File: config.mk
export PLATFORM = sky130hd
export DESIGN_NAME = cliff_game_sched
export DESIGN_NICKNAME = d
export VERILOG_FILES = /design/src/rtl/cliff_pkg.sv /design/src/rtl/cliff_tick_div.sv /design/src/rtl/cliff_game_sched.sv
export SDC_FILE = /design/constraint.sdc
export NUM_CORES = 1
export LEC_CHECK = 0
export ABC_CLOCK_PERIOD_IN_PS = 3380
export CORE_MARGIN = 2
export CORE_UTILIZATION = 40
export DETAILED_ROUTE_END_ITERATION = 6
export GPL_TIMING_DRIVEN = 0
export HOLD_SLACK_MARGIN = 0.12
export PLACE_DENSITY = 0.58
export SLEW_MARGIN = 0
export SYNTH_ARGS = -nofsm -noshare
export SYNTH_HDL_FRONTEND = slang
export SYNTH_SLANG_ARGS = --single-unit
File: constraint.sdc
create_clock -name clk -period 3.38 [get_ports clk]
set_input_delay 0.507 -clock clk [delete_from_list [all_inputs] [get_ports clk]]
set_output_delay 0.507 -clock clk [all_outputs]
set_load 0.01 [all_outputs]
File: src/rtl/cliff_pkg.sv
// Shared encodings, limits and helpers for the cliff game round controller.
package cliff_pkg;

  typedef enum logic [1:0] {
    ST_IDLE = 2'd0,
    ST_RUN  = 2'd1,
    ST_LOSE = 2'd2
  } state_t;

  typedef enum logic [1:0] {
    DIR_NONE  = 2'd0,
    DIR_LEFT  = 2'd1,
    DIR_RIGHT = 2'd2
  } dir_t;

  localparam logic [1:0] SPEED_MAX     = 2'd2;
  localparam logic [3:0] STARTING_IDX  = 4'd7;
  localparam logic [3:0] POS_MIN_NUDGE = 4'd1;
  localparam logic [3:0] POS_MAX_NUDGE = 4'd14;

  // Wide enough for the slowest step period (50M cycles).
  localparam int CNT_W = 26;

  // Speed update from button pulses: up wins over down, both saturate.
  function automatic logic [1:0] adj_speed(input logic [1:0] s, input logic up, input logic dn);
    if (up)      return (s >= SPEED_MAX) ? SPEED_MAX : s + 2'd1;
    else if (dn) return (s == 2'd0) ? 2'd0 : s - 2'd1;
    else         return s;
  endfunction

endpackage

File: src/rtl/cliff_tick_div.sv
// Programmable clock-enable divider: counts 0..period-1 while enabled and
// flags the terminal count combinationally; clr forces the count back to 0.
module cliff_tick_div
  import cliff_pkg::*;
#(
  parameter int W = CNT_W
) (
  input  logic         clk,
  input  logic         reset_n,
  input  logic         en,
  input  logic         clr,
  input  logic [W-1:0] period,
  output logic         tick
);

  logic [W-1:0] cnt_q;

  // >= rather than == so a shortened period takes effect without overshooting.
  assign tick = en && (cnt_q >= period - W'(1));

  // NOTE: registers use non-blocking assignments so every flop samples pre-edge values.
  always_ff @(posedge clk or negedge reset_n) begin
    if (!reset_n)  cnt_q <= '0;
    else if (clr)  cnt_q <= '0;
    else if (en)   cnt_q <= tick ? '0 : cnt_q + W'(1);
  end

endmodule

File: src/rtl/cliff_game_sched.sv
// Round controller for the cliff game people shifter (IDLE/RUN/LOSE).
// Optional automatic speed-up in RUN is enabled by defining CLIFF_AUTOSPEED_EN.
module cliff_game_sched
  import cliff_pkg::*;
#(
  parameter int TICK_SLOW = 50000000,
  parameter int TICK_MED  = 12500000,
  parameter int TICK_FAST = 5000000,
  parameter int BLINK_DIV = 5000000
`ifdef CLIFF_AUTOSPEED_EN
  , parameter int AUTO_STEPS = 16
`endif
) (
  input  logic       clk,
  input  logic       reset_n,
  input  logic       start_p,
  input  logic       left_p,
  input  logic       right_p,
  input  logic       up_p,
  input  logic       down_p,
  input  logic [3:0] pos,
  input  logic [2:0] lim_hi,
  input  logic [2:0] lim_lo,
  output logic       load,
  output logic       clear,
  output logic       step_en,
  output logic       step_left,
  output logic [1:0] state,
  output logic [1:0] speed,
  output logic [1:0] dir,
  output logic       flash
);

  state_t           state_q, state_n;
  dir_t             dir_q, dir_n;
  logic [1:0]       speed_q, speed_n;
  logic             flash_q, flash_n;
  logic             load_n, clear_n, step_en_n, step_left_n;
  logic [CNT_W-1:0] step_period;
  logic             step_tick, blink_tick, lose_hit;

  always_comb begin
    case (speed_q)
      2'd0:    step_period = CNT_W'(TICK_SLOW);
      2'd1:    step_period = CNT_W'(TICK_MED);
      default: step_period = CNT_W'(TICK_FAST);
    endcase
  end

  cliff_tick_div #(.W(CNT_W)) u_step_div (
    .clk    (clk),
    .reset_n(reset_n),
    .en     (state_q == ST_RUN),
    .clr    (state_q != ST_RUN),
    .period (step_period),
    .tick   (step_tick)
  );

  cliff_tick_div #(.W(CNT_W)) u_blink_div (
    .clk    (clk),
    .reset_n(reset_n),
    .en     (state_q == ST_LOSE),
    .clr    (state_q != ST_LOSE),
    .period (CNT_W'(BLINK_DIV)),
    .tick   (blink_tick)
  );

  // 5-bit compare keeps 15-lim_hi from wrapping.
  assign lose_hit = ({1'b0, pos} >= (5'd15 - {2'b00, lim_hi})) ||
                    ({1'b0, pos} <= {2'b00, lim_lo});

`ifdef CLIFF_AUTOSPEED_EN
  localparam int SC_W = $clog2(AUTO_STEPS + 1);
  logic [SC_W-1:0] steps_q, steps_n;

  always_ff @(posedge clk or negedge reset_n) begin
    if (!reset_n) steps_q <= '0;
    else          steps_q <= steps_n;
  end
`endif

  // NOTE: every signal gets a default before the case so no latch is inferred.
  always_comb begin
    state_n     = state_q;
    speed_n     = speed_q;
    dir_n       = dir_q;
    flash_n     = flash_q;
    load_n      = 1'b0;
    clear_n     = 1'b0;
    step_en_n   = 1'b0;
    step_left_n = 1'b0;
`ifdef CLIFF_AUTOSPEED_EN
    steps_n     = steps_q;
`endif
    case (state_q)
      ST_IDLE: begin
        speed_n = adj_speed(speed_q, up_p, down_p);
        if (start_p) begin
          state_n = ST_RUN;
          dir_n   = DIR_NONE;
`ifdef CLIFF_AUTOSPEED_EN
          steps_n = '0;
`endif
        end else if (left_p) begin
          if (pos < POS_MAX_NUDGE) begin
            step_en_n   = 1'b1;
            step_left_n = 1'b1;
          end
        end else if (right_p && (pos > POS_MIN_NUDGE)) begin
          step_en_n = 1'b1;
        end
      end
      ST_RUN: begin
        if (start_p) begin
          state_n = ST_IDLE;
          load_n  = 1'b1;
          speed_n = 2'd0;
          dir_n   = DIR_NONE;
        end else if (lose_hit) begin
          state_n = ST_LOSE;
          clear_n = 1'b1;
        end else begin
          if (left_p)       dir_n = DIR_LEFT;
          else if (right_p) dir_n = DIR_RIGHT;
          speed_n = adj_speed(speed_q, up_p, down_p);
          if (step_tick && (dir_q != DIR_NONE)) begin
            step_en_n   = 1'b1;
            step_left_n = (dir_q == DIR_LEFT);
`ifdef CLIFF_AUTOSPEED_EN
            // A button press in the same cycle overrides the automatic bump.
            if (steps_q == SC_W'(AUTO_STEPS - 1)) begin
              steps_n = '0;
              if (!(up_p || down_p)) speed_n = adj_speed(speed_q, 1'b1, 1'b0);
            end else begin
              steps_n = steps_q + SC_W'(1);
            end
`endif
          end
        end
      end
      ST_LOSE: begin
        if (blink_tick) flash_n = ~flash_q;
        if (start_p) begin
          state_n = ST_IDLE;
          load_n  = 1'b1;
          speed_n = 2'd0;
          dir_n   = DIR_NONE;
          flash_n = 1'b0;
        end
      end
      default: state_n = ST_IDLE;
    endcase
  end

  always_ff @(posedge clk or negedge reset_n) begin
    if (!reset_n) begin
      state_q   <= ST_IDLE;
      speed_q   <= 2'd0;
      dir_q     <= DIR_NONE;
      flash_q   <= 1'b0;
      load      <= 1'b1;
      clear     <= 1'b0;
      step_en   <= 1'b0;
      step_left <= 1'b0;
    end else begin
      state_q   <= state_n;
      speed_q   <= speed_n;
      dir_q     <= dir_n;
      flash_q   <= flash_n;
      load      <= load_n;
      clear     <= clear_n;
      step_en   <= step_en_n;
      step_left <= step_left_n;
    end
  end

  assign state = state_q;
  assign speed = speed_q;
  assign dir   = dir_q;
  assign flash = flash_q;

endmodule

==> results.txt <==
Type of the most critical hold path -> input pin to asynchronous set/reset pin
Root buf cell -> clkbuf_8
CP Launch Point -> speed[1]
Core footprint -> 0.00915 mm²
Die width -> 101 µm
Clk slew on worst S/H paths -> 0.08 ns
Number of synthesized flops with an enable pin -> 0
Top area cells in the synthesized netlist -> dfrtp_1, ha_1, xor2_1, nor2_1, nand3_1
Slew HR -> 0.228
Synth Warn # -> 0
Buffers on Ports -> 26
Seq cells post-synth -> 63
Top_reg_cell synth -> dfrtp_1
Worst setup SP type -> flip-flop
Via count -> 2,874
Worst path max stage delay -> 0.73 ns
Netlist cell types -> 55
Max-cap violation count -> 0
Fillers -> 864
Hold_buf cts -> 0
CTS tree -> yes
Post-DR vias/cell -> 5.22
DR iter-0 viols -> 93
Layout cell share with drive strength beyond 1 -> 0.0659
CP Cell Sequence -> clkbuf_1 > ha_1 > a211oi_1 > nor2b_1 > a311o_1 > nor4b_1 > o31ai_1
WS Path Type -> flip-flop to flip-flop
Syn Inst Count -> 394
Setup_tns -> 0 ns
GRT Total Usage -> 0.168
Register area share after synthesis -> 0.421
Critical Path End -> step_en
DR pass1 iterations -> 4
Final Hold Vio Count -> 0
I/O pins -> 28
VDD IR max -> 0.311 mV
Final core occ -> 0.477
Synth area leader -> dfrtp_1
WL/cell -> 14.2 µm
Yosys top cell area share -> 0.414
Largest net degree at the start of global routing -> 64
Clock skew -> 0.0171 ns
Reg2reg path depth -> 7
Setup bufs post-CTS -> 0
Starting Density -> 0.410
Vias in the first global route -> 2,842
Total Routed Length -> 7810 µm
Crit path max-delay cell type -> nor4b_1
P per Cell Area -> 519 mW/mm²
Initial antenna violation count -> 0
Area of the multi-input gates -> 0.00205 mm²
Final Instance Count excl. Fillers -> 551
Antenna Nets Post-Route -> 0
Final setup fails -> 0
Critical Path RT -> 3.56 ns
# rows -> 35
Crit. End Element -> flip-flop
Placer Congestion -> 0.789
Worst-Margin Slew -> 1.15 ns
Mean Syn Cell Area -> 9.52 µm²
Global-route wire length before repair -> 13,400 µm
Unrepaired setup endpoints after global routing -> no
DIE HEIGHT -> 101 µm
Critical path arrival -> 3.01 ns
Register area -> 0.00158 mm²
Synth Cell Area -> 0.00375 mm²
Worst-Skew Late Latency -> 0.34 ns
P&R area growth vs syn -> 16.4%
CTS resizes -> 0
TritonCTS Sinks -> 63
FF-to-FF Start -> speed[1]
Setup WS pre-CTS -> 0.531 ns
FMAX -> 354 MHz
Outcome -> finished clean
Gr ovfl total -> 0
Slew Viols, Final -> 0
Period utilization -> 0.836
Die footprint -> 0.0102 mm²
PnR worst setup slack -> 0.554 ns
Final min period -> 2.83 ns
Nets -> 484
Pleak -> 1.94 nW
Total CTS buffers -> 9
Reg2Reg Setup Slack -> 0.55 ns
# diodes -> 0
Number of remaining DRC errors -> 0
Largest fanout on the critical path -> 7
Placed insts -> 535
Hpwl dp -> 5600 µm
RR Endpoint -> step_en
# H-tree levels -> 3
Ys async rst share -> 1.00
CTS Buffer Depth -> 2
worst min path at each step:
stage / startpoint / end / slack [ns] / cells after the start
after floorplan: reset_n / clear / 0.21 / 0
after global placement: u_step_div.cnt_q[0] / u_step_div.cnt_q[0] / 0.45 / 1
after detailed placement: u_step_div.cnt_q[0] / u_step_div.cnt_q[0] / 0.45 / 1
after CTS: reset_n / u_step_div.cnt_q[19] / 0.27 / 1
after global routing: reset_n / u_step_div.cnt_q[19] / 0.30 / 1
final: reset_n / u_step_div.cnt_q[19] / 0.24 / 1
state kept, by name, summed over array words and instances (netlist names):
| signal | flops |
|---|---|
| load | 1 |
| dir | 2 |
| step_en | 1 |
| flash | 1 |
| u_step_div.cnt_q | 26 |
| clear | 1 |
| u_blink_div.cnt_q | 26 |
| state | 2 |
| step_left | 1 |
| speed | 2 |
placed cells by master (no fill, tap or decap), types with 3 or more instances in the layout:
cell and n:
mux2i_1 3, xnor2_1 11, nor4_1 5, nand2b_1 3, clkbuf_8 10, o2bb2ai_1 3
o31ai_1 5, conb_1 6, clkbuf_1 5, nand3_1 25, and2_1 3, a21oi_1 16
ha_1 32, nand2_1 31, clkdlybuf4s50_1 25, and4_1 7, xor2_1 31, and3_1 11
nand4_1 12, inv_1 17, nor3_1 6, dfrtp_1 62, a211oi_1 3, o21ai_0 7
nor2_1 55
through the flow:
step                      total power, mW  hold WS [ns]  instance area (µm²)
after floorplan                      1.34         0.211                 3770
after global placement               1.59         0.453                 4170
after detailed placement             1.61         0.455                 4160
after CTS                            2.30         0.272                 4370
after global routing                 2.42         0.303                 4370
final                                2.27         0.241                 4370
layer usage:
layer	vias up	global-route usage	routed length, µm
met5	-	0	0
li1	1476	-	-
met1	1359	0.227	4050
met4	0	0.0474	59
met2	34	0.265	3410
met3	5	0.0479	287
synthesized netlist by cell type, drive strengths merged (2+ instances only):
library cell,number
dfrtp,62
nand4,12
o31a,2
and2,3
o21ai,8
and4,7
nor2,56
nand2,31
a211o,2
a21o,2
xnor2,11
buf,5
a21oi,16
clkbuf,5
or4b,2
a211oi,3
and3,12
xor2,31
ha,32
nand2b,3
mux2i,3
conb,2
nand3,25
inv,17
o31ai,5
o2bb2ai,3
o41ai,2
nor3,7
nor4,5
a221oi,2
area by class of cell:
cell class / count / share of cell area
Multi-Input combinational cell: 308 / 0.470
Sequential cell: 63 / 0.361
Timing Repair Buffer: 26 / 0.0590
Tap cell: 111 / 0.0318
Clock buffer: 10 / 0.0315
Buffer: 10 / 0.0160
Clock inverter: 6 / 0.0155
Inverter: 17 / 0.0146
cell families (layout without fill, tap and decap cells):
kind of cell / after synthesis / in the layout / synth area share
buf+inv: 27 / 69 / 0.0357
compound gates: 53 / 53 / 0.0957
xor+xnor: 42 / 42 / 0.0981
mux: 4 / 4 / 0.0110
simple gates: 171 / 171 / 0.230
fa+ha+maj: 32 / 32 / 0.107
other cells: 2 / 6 / 0.00200
flops: 63 / 63 / 0.421
worst max-delay path: cells and delay by family, from the launching register on:
kind            cells  cell delay [ns]
compound gates      3             0.75
fa+ha+maj           1             0.32
flops               1             0.49
simple gates        2             0.80
buf+inv             1             0.32
power breakdown:
part	internal (mW)	switching [mW]
logic	0.319	0.390
registers	0.816	0.0627
clock network	0.363	0.317
total	1.50	0.769
(Power assumes the default switching activity.)
